`src/rtl/s64x7_bus_arbiter.sv`:
```
// s64x7_bus_arbiter
//   Two-master, one-slave arbiter for the S64X7 64-bit external bus.
//   Master 0 is the core (fetch/load/store) and master 1 is a secondary master (DMA/video).
//   The grant parks on the core, so core accesses pass straight through to the slave
//   with no added latency. Master 1 is granted only while the core's cyc is low, and
//   keeps the bus until it drops its own cyc.
//
//   Optional feature macro: ARB_TIMEOUT_EN
//     When defined, a watchdog completes any cycle that the slave leaves unacknowledged
//     for TIMEOUT stalled edges. It returns all-ones data and pulses to_o.
//
// Ports
//   clk_i, reset_i                     clock, asynchronous active-high reset
//   m0_* (adr/cyc/stb/we/vpa/sel/dat)  core request; m0_ack_o / m0_dat_o are its responses
//   m1_* (adr/cyc/stb/we/sel/dat)      secondary request; m1_ack_o / m1_dat_o are its responses
//   s_*_o                              muxed request to the slave; s_ack_i / s_dat_i are its responses
//   gnt_o                              one-hot owner (01 core, 10 master 1)
//   to_o                               watchdog-fired pulse (always 0 without ARB_TIMEOUT_EN)

module s64x7_bus_arbiter #(
    parameter int unsigned TIMEOUT = 255
) (
    input  logic         clk_i,
    input  logic         reset_i,
    input  logic [63:3]  m0_adr_i,
    input  logic         m0_cyc_i,
    input  logic         m0_stb_i,
    input  logic         m0_we_i,
    input  logic         m0_vpa_i,
    input  logic [7:0]   m0_sel_i,
    input  logic [63:0]  m0_dat_i,
    output logic         m0_ack_o,
    output logic [63:0]  m0_dat_o,
    input  logic [63:3]  m1_adr_i,
    input  logic         m1_cyc_i,
    input  logic         m1_stb_i,
    input  logic         m1_we_i,
    input  logic [7:0]   m1_sel_i,
    input  logic [63:0]  m1_dat_i,
    output logic         m1_ack_o,
    output logic [63:0]  m1_dat_o,
    output logic [63:3]  s_adr_o,
    output logic         s_cyc_o,
    output logic         s_stb_o,
    output logic         s_we_o,
    output logic         s_vpa_o,
    output logic [7:0]   s_sel_o,
    output logic [63:0]  s_dat_o,
    input  logic         s_ack_i,
    input  logic [63:0]  s_dat_i,
    output logic [1:0]   gnt_o,
    output logic         to_o
);

    typedef enum logic [0:0] {
        GNT0 = 1'b0,    // core owns the bus (reset / park state)
        GNT1 = 1'b1     // master 1 owns the bus
    } state_t;

    state_t r_state;
    state_t w_next;
    logic   w_fire;     // watchdog completes the current cycle

    always_ff @(posedge clk_i or posedge reset_i) begin
        if (reset_i) r_state <= GNT0;
        else         r_state <= w_next;
    end

    // Ownership only moves while the current owner's cyc is low; no preemption.
    always_comb begin
        w_next = r_state;
        case (r_state)
            GNT0:    if (m1_cyc_i && !m0_cyc_i) w_next = GNT1;
            GNT1:    if (!m1_cyc_i)             w_next = GNT0;
            default: w_next = GNT0;
        endcase
    end

`ifdef ARB_TIMEOUT_EN
    localparam logic [7:0] TO_CNT = 8'(TIMEOUT);

    logic [7:0] r_wd_cnt;

    // The counter reads the final (possibly forced) s_cyc_o. In the firing cycle that
    // is 0, so the counter clears on the next edge without a separate term.
    always_ff @(posedge clk_i or posedge reset_i) begin
        if (reset_i)                 r_wd_cnt <= 8'd0;
        else if (s_ack_i || !s_cyc_o) r_wd_cnt <= 8'd0;
        else if (s_stb_o)             r_wd_cnt <= r_wd_cnt + 8'd1;
    end

    // A real ack in the limit cycle takes priority over the watchdog.
    assign w_fire = (r_wd_cnt == TO_CNT) && !s_ack_i;
`else
    logic [7:0] w_unused_timeout;
    assign w_unused_timeout = 8'(TIMEOUT);
    assign w_fire = 1'b0;
`endif

    always_comb begin
        gnt_o    = 2'b01;
        s_adr_o  = m0_adr_i;
        s_cyc_o  = m0_cyc_i;
        s_stb_o  = m0_stb_i;
        s_we_o   = m0_we_i;
        s_sel_o  = m0_sel_i;
        s_dat_o  = m0_dat_i;
        s_vpa_o  = m0_vpa_i;
        m0_ack_o = 1'b0;
        m1_ack_o = 1'b0;
        m0_dat_o = s_dat_i;
        m1_dat_o = s_dat_i;
        to_o     = 1'b0;
        case (r_state)
            GNT1: begin
                gnt_o    = 2'b10;
                s_adr_o  = m1_adr_i;
                s_cyc_o  = m1_cyc_i;
                s_stb_o  = m1_stb_i;
                s_we_o   = m1_we_i;
                s_sel_o  = m1_sel_i;
                s_dat_o  = m1_dat_i;
                s_vpa_o  = 1'b0;
                m1_ack_o = s_ack_i | w_fire;
                if (w_fire) m1_dat_o = '1;
            end
            default: begin
                m0_ack_o = s_ack_i | w_fire;
                if (w_fire) m0_dat_o = '1;
            end
        endcase
        if (w_fire) begin
            s_cyc_o = 1'b0;
            s_stb_o = 1'b0;
            to_o    = 1'b1;
        end
    end

endmodule

```
`config.mk`:
```
export PLATFORM = sky130hd
export DESIGN_NAME = s64x7_bus_arbiter
export DESIGN_NICKNAME = d
export VERILOG_FILES = /design/src/rtl/s64x7_bus_arbiter.sv
export SDC_FILE = /design/constraint.sdc
export NUM_CORES = 1
export LEC_CHECK = 0
export ABC_AREA = 1
export CAP_MARGIN = 0
export CELL_PAD_IN_SITES_DETAIL_PLACEMENT = 0
export CELL_PAD_IN_SITES_GLOBAL_PLACEMENT = 2
export CORE_AREA = 2 2 236 238
export DETAILED_ROUTE_END_ITERATION = 8
export DIE_AREA = 0 0 238 240
export PLACE_DENSITY_LB_ADDON = 0.1
export SETUP_SLACK_MARGIN = 0.1
export SLEW_MARGIN = 10
export SYNTH_ARGS = -nofsm -noshare
export SYNTH_HDL_FRONTEND = slang
export SYNTH_SLANG_ARGS = --single-unit
```
`constraint.sdc`:
```
create_clock -name clk_i -period 1.1 [get_ports clk_i]
set_input_delay 0.22 -clock clk_i [delete_from_list [all_inputs] [get_ports clk_i]]
set_output_delay 0.22 -clock clk_i [all_outputs]
set_load 0.005 [all_outputs]
```
# Yosys cells after proc, flatten, opt, wreduce, memory -nomap -nowiden
# Cells that the tools add are included.
# Widths: inputs -> output; s select.
dict set report classes {
  muxes 13
  bitwise_logic 1
  n_reduce_logical 2
}
# cell count
set ops {}
lappend ops {{$mux 64} 1}
lappend ops {{$mux 61} 1}
lappend ops {{$mux 1} 8}
lappend ops {{$mux 8} 1}
lappend ops {{$mux 2} 1}
lappend ops {{$pmux 1 s2} 1}
lappend ops {{$logic_and 1x1->1} 1}
lappend ops {{$logic_not 1->1} 1}
lappend ops {{$not 1->1} 1}
dict set report word_totals {
  regBits 1
  input_bits 340
  wordCells 17
}

# Depth between registers and ports, before layout
dict set report logic_depth {
  ltp_word 4
  ltp_mapped 6
  ltp_nobuf 3
}

# Worst setup path before layout
# OpenSTA, ideal clock, no wires.
dict set report synth_timing {
  path_type {register to output}
  start {register r_state}
  end {output port s_adr_o[10] (netlist bit)}
  arrival_time_ns 0.926
  required_ns 0.880
  slack_ns -0.046
  path_stages_with_launch 7
  cell_sequence {dfrtp_1 buf_4 inv_4 buf_8 buf_6 nand2_1 nand2_1}
}
dict set report synth_between {
  elab_chain_len 1
}
# item line
set synth_lines {}
lappend synth_lines {{start: declaration} 60} ;# state_t r_state;
lappend synth_lines {{start signal: assignment} 66} ;# else r_state <= w_next;
lappend synth_lines {{$mux 61} 114} ;# case (r_state)
lappend synth_lines {{end: declaration} 42} ;# output logic [63:3] s_adr_o,
# No other way between the ends.

# Worst setup path in the final report
dict set report layout_timing {
  start {register r_state}
  end {output port s_dat_o[41]}
}
dict set report layout_between {
  elab_chain_len 1
}
# item line
set layout_lines {}
lappend layout_lines {{$mux 64} 114}
lappend layout_lines {{end: declaration} 48} ;# output logic [63:0] s_dat_o,
# No other way between the ends.

==> results.ini <==
[cells_and_area]
layout-area-overhead-vs-synth_pct=202
drive_gt1_share_pct=47.4
top_regs=r_state (1)
largest_reg_flops=1
diodes=0
finish.utilization_pct=15.6
final_nets=1270
fillCellCount=6359
max_flop_register=r_state

[floorplanning]
chipHeight_um=240
die_area_um2=57100
start_util_pct=5.18
die_width_um=238
ios=610
core_um2=54700
num_rows=86

[logic_synthesis]
syn_avg_cell_area_um2=4.87
synth_edf_count=0
synthCells=581
ys_ff_latch=1
mappedNetlistArea_um2=2830
synth_top_area_share_pct=54.3
ys_top_cells_by_count=nand2_1, buf_4, buf_2, buf_6, inv_1
yosys_warnings=0
synth.most_common_cell=nand2_1
seq_area_frac_synth_pct=0.885
synth_area_leaders=nand2_1, buf_4, buf_6
async_flop_share_pct=100
synth.distinct_cells=12
syn_nets=921
synth-main-ff-cell=dfrtp_1
yosysTopAreaCell=nand2_1

[run_status]
outcome=finished, violations left
violations=setup timing

[critical_path]
arrival_ns=1.30
r2r_slack_ns=-0.17
critPathMaxFanout=6
max_stage_delay_ns=0.51
cp_common_cell=buf_12
path_cells=buf_6, buf_12, buf_12, buf_8, nand2_2, nand2_1, buf_2
r2r-end=r_state
worst_setup_path_end_kind=output port
r2r-start=r_state
cp_slowest_cell=dfrtp_4
crit_path_start_kind=register
crit_required_ns=0.88
reg2regPathDepth=6
crit_type=reg -> out

[min_path]
hold_path.class=in -> async

[global_routing]
grt_use_total_pct=7.25
gr-usage-met3_pct=4.31
met1_usage_pct=7.22
grt_overflow=0
busiest_layer=met2
grt_pass1_wl_mm=30.7
grt_util_met2_pct=13.5
antenna_found_initial=5
grt_pass1_vias=4563
grt_max_degree=42

[routing]
route.detailed.drc=0
vias_per_cell=2.86
drtIter0Drc=42
wirelength_mm=27.0
antenna_left=0
vias=4664
dr.pass1.iters=4
wl_per_cell_um=16.5

[pwr]
powerDensity_nw_per_um2=451
irDropWorstVdd_uv=140
leakage_nw=4.04
p_total_w=0.00386

[timing]
period_share_pct=138
layout_setup_ws_ns=-0.416
rsz0062_at_grt=yes
hold-worst-slack_ns=0.362
finalCriticalPeriod_ns=1.52
finalHoldViolations=0
setup_viol=142
maxSlewViolCount=0
fmax_mhz=659
skew_ns=0

[clock_network]
clk_latency_ns=0
clk_pin_slew_worst_paths_ns=0

[placement]
place_ws_ns=-0.784
port_buffers=416
place_congestion=0.671
hpwlAfterDp_mm=19.4

[run]
max-cap-violations=0

worst max-delay path by stage:
stage | from | endpoint | depth (start not counted)
6_report | r_state | s_dat_o[41] | 7
5_1_grt | r_state | s_dat_o[15] | 8
4_1_cts | r_state | s_adr_o[62] | 6
3_5_place_dp | r_state | s_adr_o[17] | 5
3_3_place_gp | r_state | s_adr_o[17] | 5
2_1_floorplan | r_state | s_adr_o[10] | 6
metrics by stage:
| stage | cells | area [um^2] | TNS (ns) |
|---|---|---|---|
| 6_report | 1632 | 8550 | -45.90 |
| 5_1_grt | 1632 | 8550 | -52.86 |
| 4_1_cts | 1572 | 7050 | -75.63 |
| 3_5_place_dp | 1566 | 6950 | -95.33 |
| 3_3_place_gp | 1566 | 6950 | -94.72 |
| 2_1_floorplan | 581 | 2830 | -3.71 |
metal layers:
metal / wire, um / part of all wire (%)
met5: 55 / 0.20
met4: 155 / 0.57
met2: 13600 / 50
met1: 9850 / 36
met3: 3320 / 12
placed cells by master, fill, tap and decap left out, types with 2 or more instances in the layout:
cell             netlist  layout
buf_12                 0      23
buf_16                 0       4
buf_2                 12      74
buf_4                135       5
buf_6                 12      53
buf_8                  1      18
clkbuf_16              0      20
clkbuf_2               0      34
clkdlybuf4s50_1        0     275
inv_1                  5       5
nand2_1              409     206
nand2_2                0     157
nand2_4                0      45
nor2_4                 0       2
report_power, final:
part	switching [W]	internal, W	leakage [nW]	total, W
Clock	0	0	0	0
Sequential	0.00000783	0.0000418	0.0112	0.0000496
Combinational	0.00148	0.00233	4.03	0.00381
worst max-delay path: cells and delay by family, from the launching register on:
family	cells	cell delay, ns
and+or+nand+nor	2	0.08
buffers and inverters	5	0.68
DFF	1	0.51
cells by family after synthesis:
family / Yosys count / synth area share (%)
flip-flops: 1 / 0.884
other: 1 / 0.133
AO/OA/AOI/OAI: 1 / 0.177
buffers and inverters: 167 / 44.3
AND/OR/NAND/NOR: 411 / 54.5
layout make-up:
type / count / area, um^2 / share of cell area, %
flip-flops and latches: 1 / 28.8 / 0.336
well taps: 704 / 881 / 10.3
inverters: 6 / 35.0 / 0.410
multi-input cells: 413 / 2320 / 27.1
repair buffers: 508 / 5290 / 61.9
timing repair:
item                                    in CTS  in global routing
pin swaps                                    0                 63
endpoints found under the setup margin     142                142
hold buffers                                 0                  0
cloned                                       1                 26
gates resized for setup                    163                667
setup buffers                                5                 39
Note: power is estimated with default switching activity, not from simulation.
